--- src/rtl/parity_stream_unit.sv ---
// parity_stream_unit: one-stage valid/ready pipeline that forwards each beat with per-lane
// even/odd parity and mismatch flags. Optional saturating error counter: PARITY_ERR_COUNT_EN.
module parity_stream_unit #(
   parameter int DATA_WIDTH = 64,
   parameter int LANE_WIDTH = 8,
   parameter int CNT_WIDTH  = 16,
   localparam int LANES     = DATA_WIDTH / LANE_WIDTH
) (
   input  logic                  clk,
   input  logic                  reset,
   input  logic                  inValid,
   output logic                  inReady,
   input  logic [DATA_WIDTH-1:0] dataInput,
   input  logic [LANES-1:0]      parityInput,
   input  logic                  oddMode,
   output logic                  outValid,
   input  logic                  outReady,
   output logic [DATA_WIDTH-1:0] dataOutput,
   output logic [LANES-1:0]      parityOutput,
   output logic [LANES-1:0]      parityError,
   output logic                  anyError,
   input  logic                  clearCount,
   output logic [CNT_WIDTH-1:0]  errorCount
);

   generate
      if ((DATA_WIDTH % LANE_WIDTH) != 0) begin : g_bad_lane_width
         $error("parity_stream_unit: LANE_WIDTH must divide DATA_WIDTH");
      end
   endgenerate

   // Odd mode inverts the even-parity bit of every lane.
   function automatic logic [LANES-1:0] lane_parity(input logic [DATA_WIDTH-1:0] data,
                                                    input logic odd);
      logic [LANES-1:0] p;
      for (int i = 0; i < LANES; i++) begin
         p[i] = (^data[i*LANE_WIDTH +: LANE_WIDTH]) ^ odd;
      end
      return p;
   endfunction

   logic                  valid_r;
   logic [DATA_WIDTH-1:0] data_r;
   logic [LANES-1:0]      par_r;
   logic [LANES-1:0]      err_r;
   logic                  any_r;
   logic [LANES-1:0]      par_s;
   logic [LANES-1:0]      err_s;
   logic                  any_s;
   logic                  ready_s;
   logic                  accept_s;

   assign ready_s  = ~valid_r | outReady;
   assign accept_s = inValid & ready_s;

   // Parity and mismatch for the beat currently on the input.
   always_comb begin
      par_s = lane_parity(dataInput, oddMode);
      err_s = par_s ^ parityInput;
      any_s = |err_s;
   end

   // Output stage: loads on acceptance, drains on transfer, holds while stalled.
   always_ff @(posedge clk or posedge reset) begin
      if (reset) begin
         valid_r <= 1'b0;
         data_r  <= {DATA_WIDTH{1'b0}};
         par_r   <= {LANES{1'b0}};
         err_r   <= {LANES{1'b0}};
         any_r   <= 1'b0;
      end else if (accept_s) begin
         valid_r <= 1'b1;
         data_r  <= dataInput;
         par_r   <= par_s;
         err_r   <= err_s;
         any_r   <= any_s;
      end else if (outReady) begin
         valid_r <= 1'b0;
      end else begin
         valid_r <= valid_r;
      end
   end

`ifdef PARITY_ERR_COUNT_EN
   logic [CNT_WIDTH-1:0] cnt_r;

   // Counts accepted error beats; clear dominates and the count never wraps.
   always_ff @(posedge clk or posedge reset) begin
      if (reset) begin
         cnt_r <= {CNT_WIDTH{1'b0}};
      end else if (clearCount) begin
         cnt_r <= {CNT_WIDTH{1'b0}};
      end else if (accept_s && any_s && (cnt_r != {CNT_WIDTH{1'b1}})) begin
         cnt_r <= cnt_r + CNT_WIDTH'(1);
      end else begin
         cnt_r <= cnt_r;
      end
   end

   assign errorCount = cnt_r;
`else
   logic unused_clear_s;
   assign unused_clear_s = clearCount;
   assign errorCount     = {CNT_WIDTH{1'b0}};
`endif

   assign inReady      = ready_s;
   assign outValid     = valid_r;
   assign dataOutput   = data_r;
   assign parityOutput = par_r;
   assign parityError  = err_r;
   assign anyError     = any_r;

endmodule
--- config.mk ---
export PLATFORM = sky130hd
export DESIGN_NAME = parity_stream_unit
export DESIGN_NICKNAME = d
export VERILOG_FILES = /design/src/rtl/parity_stream_unit.sv
export SDC_FILE = /design/constraint.sdc
export NUM_CORES = 1
export LEC_CHECK = 0
export ABC_AREA = 1
export CORE_AREA = 2 2 80 140
export DETAILED_ROUTE_END_ITERATION = 10
export DIE_AREA = 0 0 82 142
export PLACE_DENSITY = 0.79
export SKIP_CTS_REPAIR_TIMING = 1
export SLEW_MARGIN = 20
export SYNTH_ARGS = -nofsm -noshare
export SYNTH_HDL_FRONTEND = slang
export SYNTH_SLANG_ARGS = --single-unit
--- constraint.sdc ---
create_clock -name clk -period 3 [get_ports clk]
set_input_delay 0.3 -clock clk [delete_from_list [all_inputs] [get_ports clk]]
set_output_delay 0.3 -clock clk [all_outputs]
set_load 0.01 [all_outputs]
==> results of run 1 <==
==> cell type report <==
cell class	count	area (um^2)
Fill cell	935	4000
Multi-Input combinational cell	463	2150
Sequential cell	82	2050
Timing Repair Buffer	163	1630
Clock buffer	11	253
Inverter	51	193
Tap cell	130	163
Clock inverter	5	62.6
Antenna cell	1	2.50
==> registers in the layout, summed over array words and instances (netlist names) <==
| register | count |
|---|---|
| parityError | 8 |
| dataOutput | 64 |
| outValid | 1 |
| anyError | 1 |
| parityOutput | 8 |
==> through the flow <==
stage,std cells,hold WS (ns),utilization (%)
floorplan,630,0.410,-
global placement,889,0.464,59.0
detailed placement,889,0.466,59.0
CTS,905,0.407,62.0
global route,906,0.460,62.0
finish,906,0.378,62.0
==> worst max-delay path by stage <==
stage	from	end	slack, ns	cells past startpoint
4_1_cts	oddMode	anyError	1.16	15
6_report	oddMode	anyError	1.18	15
5_1_grt	oddMode	anyError	1.01	15
3_3_place_gp	oddMode	anyError	0.83	13
3_5_place_dp	oddMode	anyError	0.80	15
2_1_floorplan	reset	anyError	0.59	1
==> worst reg2reg max path, cell delays in order, from the launching register on <==
cell	delay [ns]
dfrtp_1	0.34
nand2_1	0.12
nand2_4	0.09
buf_4	0.73
o21ai_0	0.26
==> per-layer routing <==
metal / GRT usage, % / vias to the layer above / share of wire [%] / routed length, um
met4: 11.8 / 0 / 4.6 / 563
met5: 0 / - / 0 / 0
met1: 23.1 / 2020 / 37 / 4470
met2: 39.6 / 132 / 54 / 6520
li1: - / 2183 / - / -
met3: 4.12 / 33 / 4.7 / 564
==> kinds of logic (layout without fill, tap and decap cells) <==
| kind of cell | Yosys count | after routing | synth area share (%) |
|---|---|---|---|
| simple gates | 371 | 371 | 34.7 |
| flops | 82 | 82 | 45.2 |
| xor+xnor | 30 | 30 | 5.95 |
| buf+inv | 85 | 230 | 8.81 |
| compound gates | 46 | 46 | 5.32 |
| other cells | 1 | 17 | 0.0825 |
==> cell usage in the layout (no fill, tap or decap) <==
cell and instances:
inv_1 48, o21ai_0 37, bufinv_16 1, inv_2 2, clkbuf_8 2, buf_4 3
nor2_2 1, dfrtp_1 82, buf_12 1, nand2_4 3, clkinv_4 2, nand3_1 31
nor2_1 21, nand3b_1 10, clkinvlp_4 2, xnor2_1 12, clkinv_2 1, diode_2 1
conb_1 16, nand2_2 13, clkbuf_16 9, clkdlybuf4s50_1 159, nand2_1 283, nand3_2 9
a31oi_1 9, xnor2_2 1, xor2_1 17
==> where the power goes <==
| group | internal (mW) | switching (mW) | total (mW) |
|---|---|---|---|
| registers | 1.28 | 0.0920 | 1.37 |
| clock network | 0.693 | 0.446 | 1.14 |
| logic | 0.555 | 0.544 | 1.10 |
| total | 2.52 | 1.08 | 3.61 |
==> results.yml, run 1 <==
cts:
  cts_root_buf: "clkbuf_16"
  clkLatencyLatePin_ns: 0.33
  cts_buffer_depth: 2
  h-tree-depth: 3
  cts_made_buffers: 9
  clock-sinks: 82
  path_clk_slew_ns: 0.06
  cts_tree: "done"
yosys:
  synth.most_common_cell: "nand2_1"
  synth-seq-cells: 82
  postSynthCellCount: 615
  netlist_top_cells_count: "284 x nand2_1, 82 x dfrtp_1, 49 x inv_1, 37 x o21ai_0, 31 x nand3_1"
  ys_top_cells_by_area: "dfrtp_1 45%, nand2_1 23%, o21ai_0 4.1%"
  synth_seq_area_share_pct: 45.2
  synth_flop_cell: "dfrtp_1"
  synth_top_area_share_pct: 45.2
  yosysUniqueCellTypes: 22
  syn_avg_cell_area_um2: 7.39
  syn_area_um2: 4540
  ys_warn_count: 0
  synthArstFlopShare_pct: 100
  synth_edf_count: 0
  yosys.area.top_type: "dfrtp_1"
final_layout:
  stdcell_area_um2: 6510
  fin_nets: 848
  final_layout_size_suffix_gt1_share_pct: 6.45
  syn_to_final_growth_pct: 43.4
die:
  die_area_um2: 11600
  io_pins: 177
  core_um2: 10500
  chipHeight_um: 142
  initial_core_util_pct: 43.2
  die_w_um: 82
  row_count: 50
detailed_routing:
  dr.first_iter.drc_count: 192
  drt-pass1-iter-count: 4
  post_drt_wl_per_cell_um: 13.4
  drc: 0
  vias: 4368
  final_antenna_net_count: 0
  wirelength_um: 12100
  routed_via_density: 4.82
timing:
  rsz0062_at_grt: "false"
  tns_ns: 0
  hold_violations: 0
  final.setup_skew_ns: 0.00647
  tightest_slew_ns: 0.978
  finalCritPeriodShare_pct: 60.7
  slew-limit-headroom_pct: 34.8
  maxSlewViolCount: 0
  fin_crit_ns: 1.82
  setup_ws_ns: 1.18
  clock.fmax_mhz: 550
  setup_violations: 0
critical_path:
  crit_chain: "clkdlybuf4s50_1 > inv_2 > nand2_1 > nand2_2 > nand2_2 > nand2_1 > nand2_1 > nand3_2 > nand2_2 > nand2_2 > nand2_1 > nor2_1 > nand3_1 > nor2_1 > nor2_1"
  cp_slowest_cell: "clkdlybuf4s50_1"
  cp_data_arrival_time_ns: 2.04
  end_kind: "register"
  reg2regPathDepth: 4
  critPathTopFamily: "simple AND/OR/NAND/NOR gates"
  critPathKind: "in -> reg"
  slowest_delay_ns: 0.45
  path_buf_inv: 2
  crit_fanout: 12
  r2r-start: "outValid"
  required_ns: 3.22
  worstSetupStartpointType: "primary input"
  rrSetupSlack_ns: 1.30
  regToRegEndpoint: "parityOutput[3]"
power_and_ir_drop:
  power_mw: 3.61
  p_per_area_nw_per_um2: 554
  peakVddDrop_mv: 0.329
  p_leak_nw: 3.29
place:
  dp_hpwl_um: 9270
  place_ws_ns: 0.803
  placed_area_um2: 6200
  io_buffers: 159
  gp_congestion: 0.810
global_routing:
  grt_usage_pct: 21.9
  grt_pass1_wl_um: 19800
  grt-ovfl-total: 0
  grt_pass1_vias: 4386
  grt_max_degree: 108
  antenna_found_initial: 1
min_path:
  worstHoldPathType: "in -> async"
run:
  max_cap_violations: 0
run_status:
  outcome: "complete, no violations"
No activity file was read; power rests on OpenSTA's default activity.
==> run 2: changes to the inputs <==
Clock period 3 ns to 1.8 ns, I/O delays scaled along.
==> results.yml, run 2 (same netlist as run 1, synthesis figures left out) <==
critical_path:
  r2r-start: "outValid"
  end_kind: "register"
  reg2regPathDepth: 4
  regToRegEndpoint: "parityOutput[3]"
  critPathTopFamily: "simple AND/OR/NAND/NOR gates"
  crit_top_cell: "nand2_1"
  required_ns: 2.02
  rrSetupSlack_ns: 0.52
  critPathKind: "in -> reg"
  crit_fanout: 10
  slowest_delay_ns: 0.50
  worstSetupStartpointType: "primary input"
  cp_data_arrival_time_ns: 1.91
  cp_slowest_cell: "clkdlybuf4s50_1"
  path_buf_inv: 2
  crit_chain: "clkdlybuf4s50_1 > buf_4 > nand3_2 > nand2_1 > nand2_1 > nand3_1 > nand2_1 > nand2_1 > nand2_1 > nor2_1 > nand3_1 > nor2_1 > nor2_1"
power_and_ir_drop:
  power_mw: 5.87
  p_per_area_nw_per_um2: 893
  peakVddDrop_mv: 0.540
  p_leak_nw: 3.34
global_routing:
  grt_usage_pct: 22.2
  antenna_found_initial: 0
  use_met3_pct: 4.57
  grt-busiest-layer: "met2"
  grt_max_degree: 83
  grt-ovfl-total: 0
  use_met1_pct: 22.8
  gr-usage-met2_pct: 41.0
  grt_pass1_vias: 4359
  grt_pass1_wl_um: 20000
cts:
  cts_made_buffers: 9
  cts_tree: "done"
  clkLatencyLatePin_ns: 0.33
  h-tree-depth: 3
  clock-sinks: 82
  cts_root_buf: "clkbuf_16"
  path_clk_slew_ns: 0.06
  cts_buffer_depth: 2
detailed_routing:
  wirelength_um: 12500
  drt-pass1-iter-count: 5
  vias: 4418
  routed_via_density: 4.82
  final_antenna_net_count: 0
  drc: 0
  post_drt_wl_per_cell_um: 13.6
  dr.first_iter.drc_count: 219
timing:
  final.setup_skew_ns: 0.00823
  maxSlewViolCount: 0
  rsz0062_at_grt: "false"
  setup_violations: 0
  clock.fmax_mhz: 594
  finalCritPeriodShare_pct: 93.6
  fin_crit_ns: 1.68
  hold_violations: 0
final_layout:
  mostFrequentLayoutCells: "283 x nand2_1, 159 x clkdlybuf4s50_1, 82 x dfrtp_1"
  fin_nets: 860
  syn_to_final_growth_pct: 44.7
  largest_register_ffs: 64
  final_common_cell: "nand2_1"
  fin_cells: 916
  antenna_cells: 0
  final_layout_size_suffix_gt1_share_pct: 7.63
die:
  io_pins: 177
  die_w_um: 82
  row_count: 50
  die_area_um2: 11600
  chipHeight_um: 142
  initial_core_util_pct: 43.2
  core_um2: 10500
min_path:
  worstHoldPathType: "in -> async"
place:
  gp_congestion: 0.807
  place_inst: 901
  dp_hpwl_um: 9570
  io_buffers: 159
run_status:
  outcome: "complete, no violations"
run:
  max_cap_violations: 0
## run 2: changes by cell type in the layout (fill, tap and decap cells not counted), sizes merged
cell	previous run	this run
buf	4	16
bufinv	1	0
clkbuf	11	12
clkinvlp	2	1
diode	1	0
## run 2: stage by stage
step                instance area, um^2  hold slack (ns)  util, %  setup WS, ns  setup TNS [ns]
floorplan                          4600            0.290        -         0.421               0
global placement                   6300            0.462     60.0        -0.207          -0.209
detailed placement                 6300            0.464     60.0        -0.206          -0.238
CTS                                6570            0.345     62.5         0.135               0
global route                       6570            0.348     62.5        0.0121               0
finish                             6570            0.307     62.5         0.116               0
## run 2: worst min-delay path, cell delays in order
cell,delay [ns]
clkdlybuf4s50_1,0.44
clkinvlp_4,0.09
buf_12,0.36
## run 2: area by class of cell
class | instances | area (um^2)
Multi-Input combinational cell | 463 | 2150
Fill cell | 926 | 3940
Inverter | 51 | 195
Tap cell | 130 | 163
Clock buffer | 12 | 256
Sequential cell | 82 | 2050
Timing Repair Buffer | 175 | 1740
Clock inverter | 3 | 15.0
## run 2: routing by layer
layer  share of wire [%]  wire length [um]
met5                   0                 0
met4                 4.0               503
met3                 5.3               665
met2                  55              6850
met1                  36              4480
## run 2: how the worst max path moves through the flow
stage	start	to	slack, ns	cells after the start
3_5_place_dp	oddMode	anyError	-0.21	13
2_1_floorplan	outValid	parityError[0]	0.42	5
4_1_cts	oddMode	anyError	0.14	13
3_3_place_gp	oddMode	anyError	-0.21	13
5_1_grt	oddMode	anyError	0.01	13
6_report	oddMode	anyError	0.12	13
## run 2: power breakdown
group / leakage [nW] / switching [mW] / total (mW) / internal [mW]
Sequential: 0.990 / 0.162 / 2.29 / 2.13
Clock: 0.138 / 0.719 / 1.72 / 0.996
Combinational: 2.21 / 0.915 / 1.87 / 0.951
Total: 3.34 / 1.80 / 5.87 / 4.07
==> run 3: changes to the inputs <==
Settings changed: SLEW_MARGIN 20 to unset.
==> results of run 3 <==
No change in the layout: final DEF, timing and power equal those of run 2.
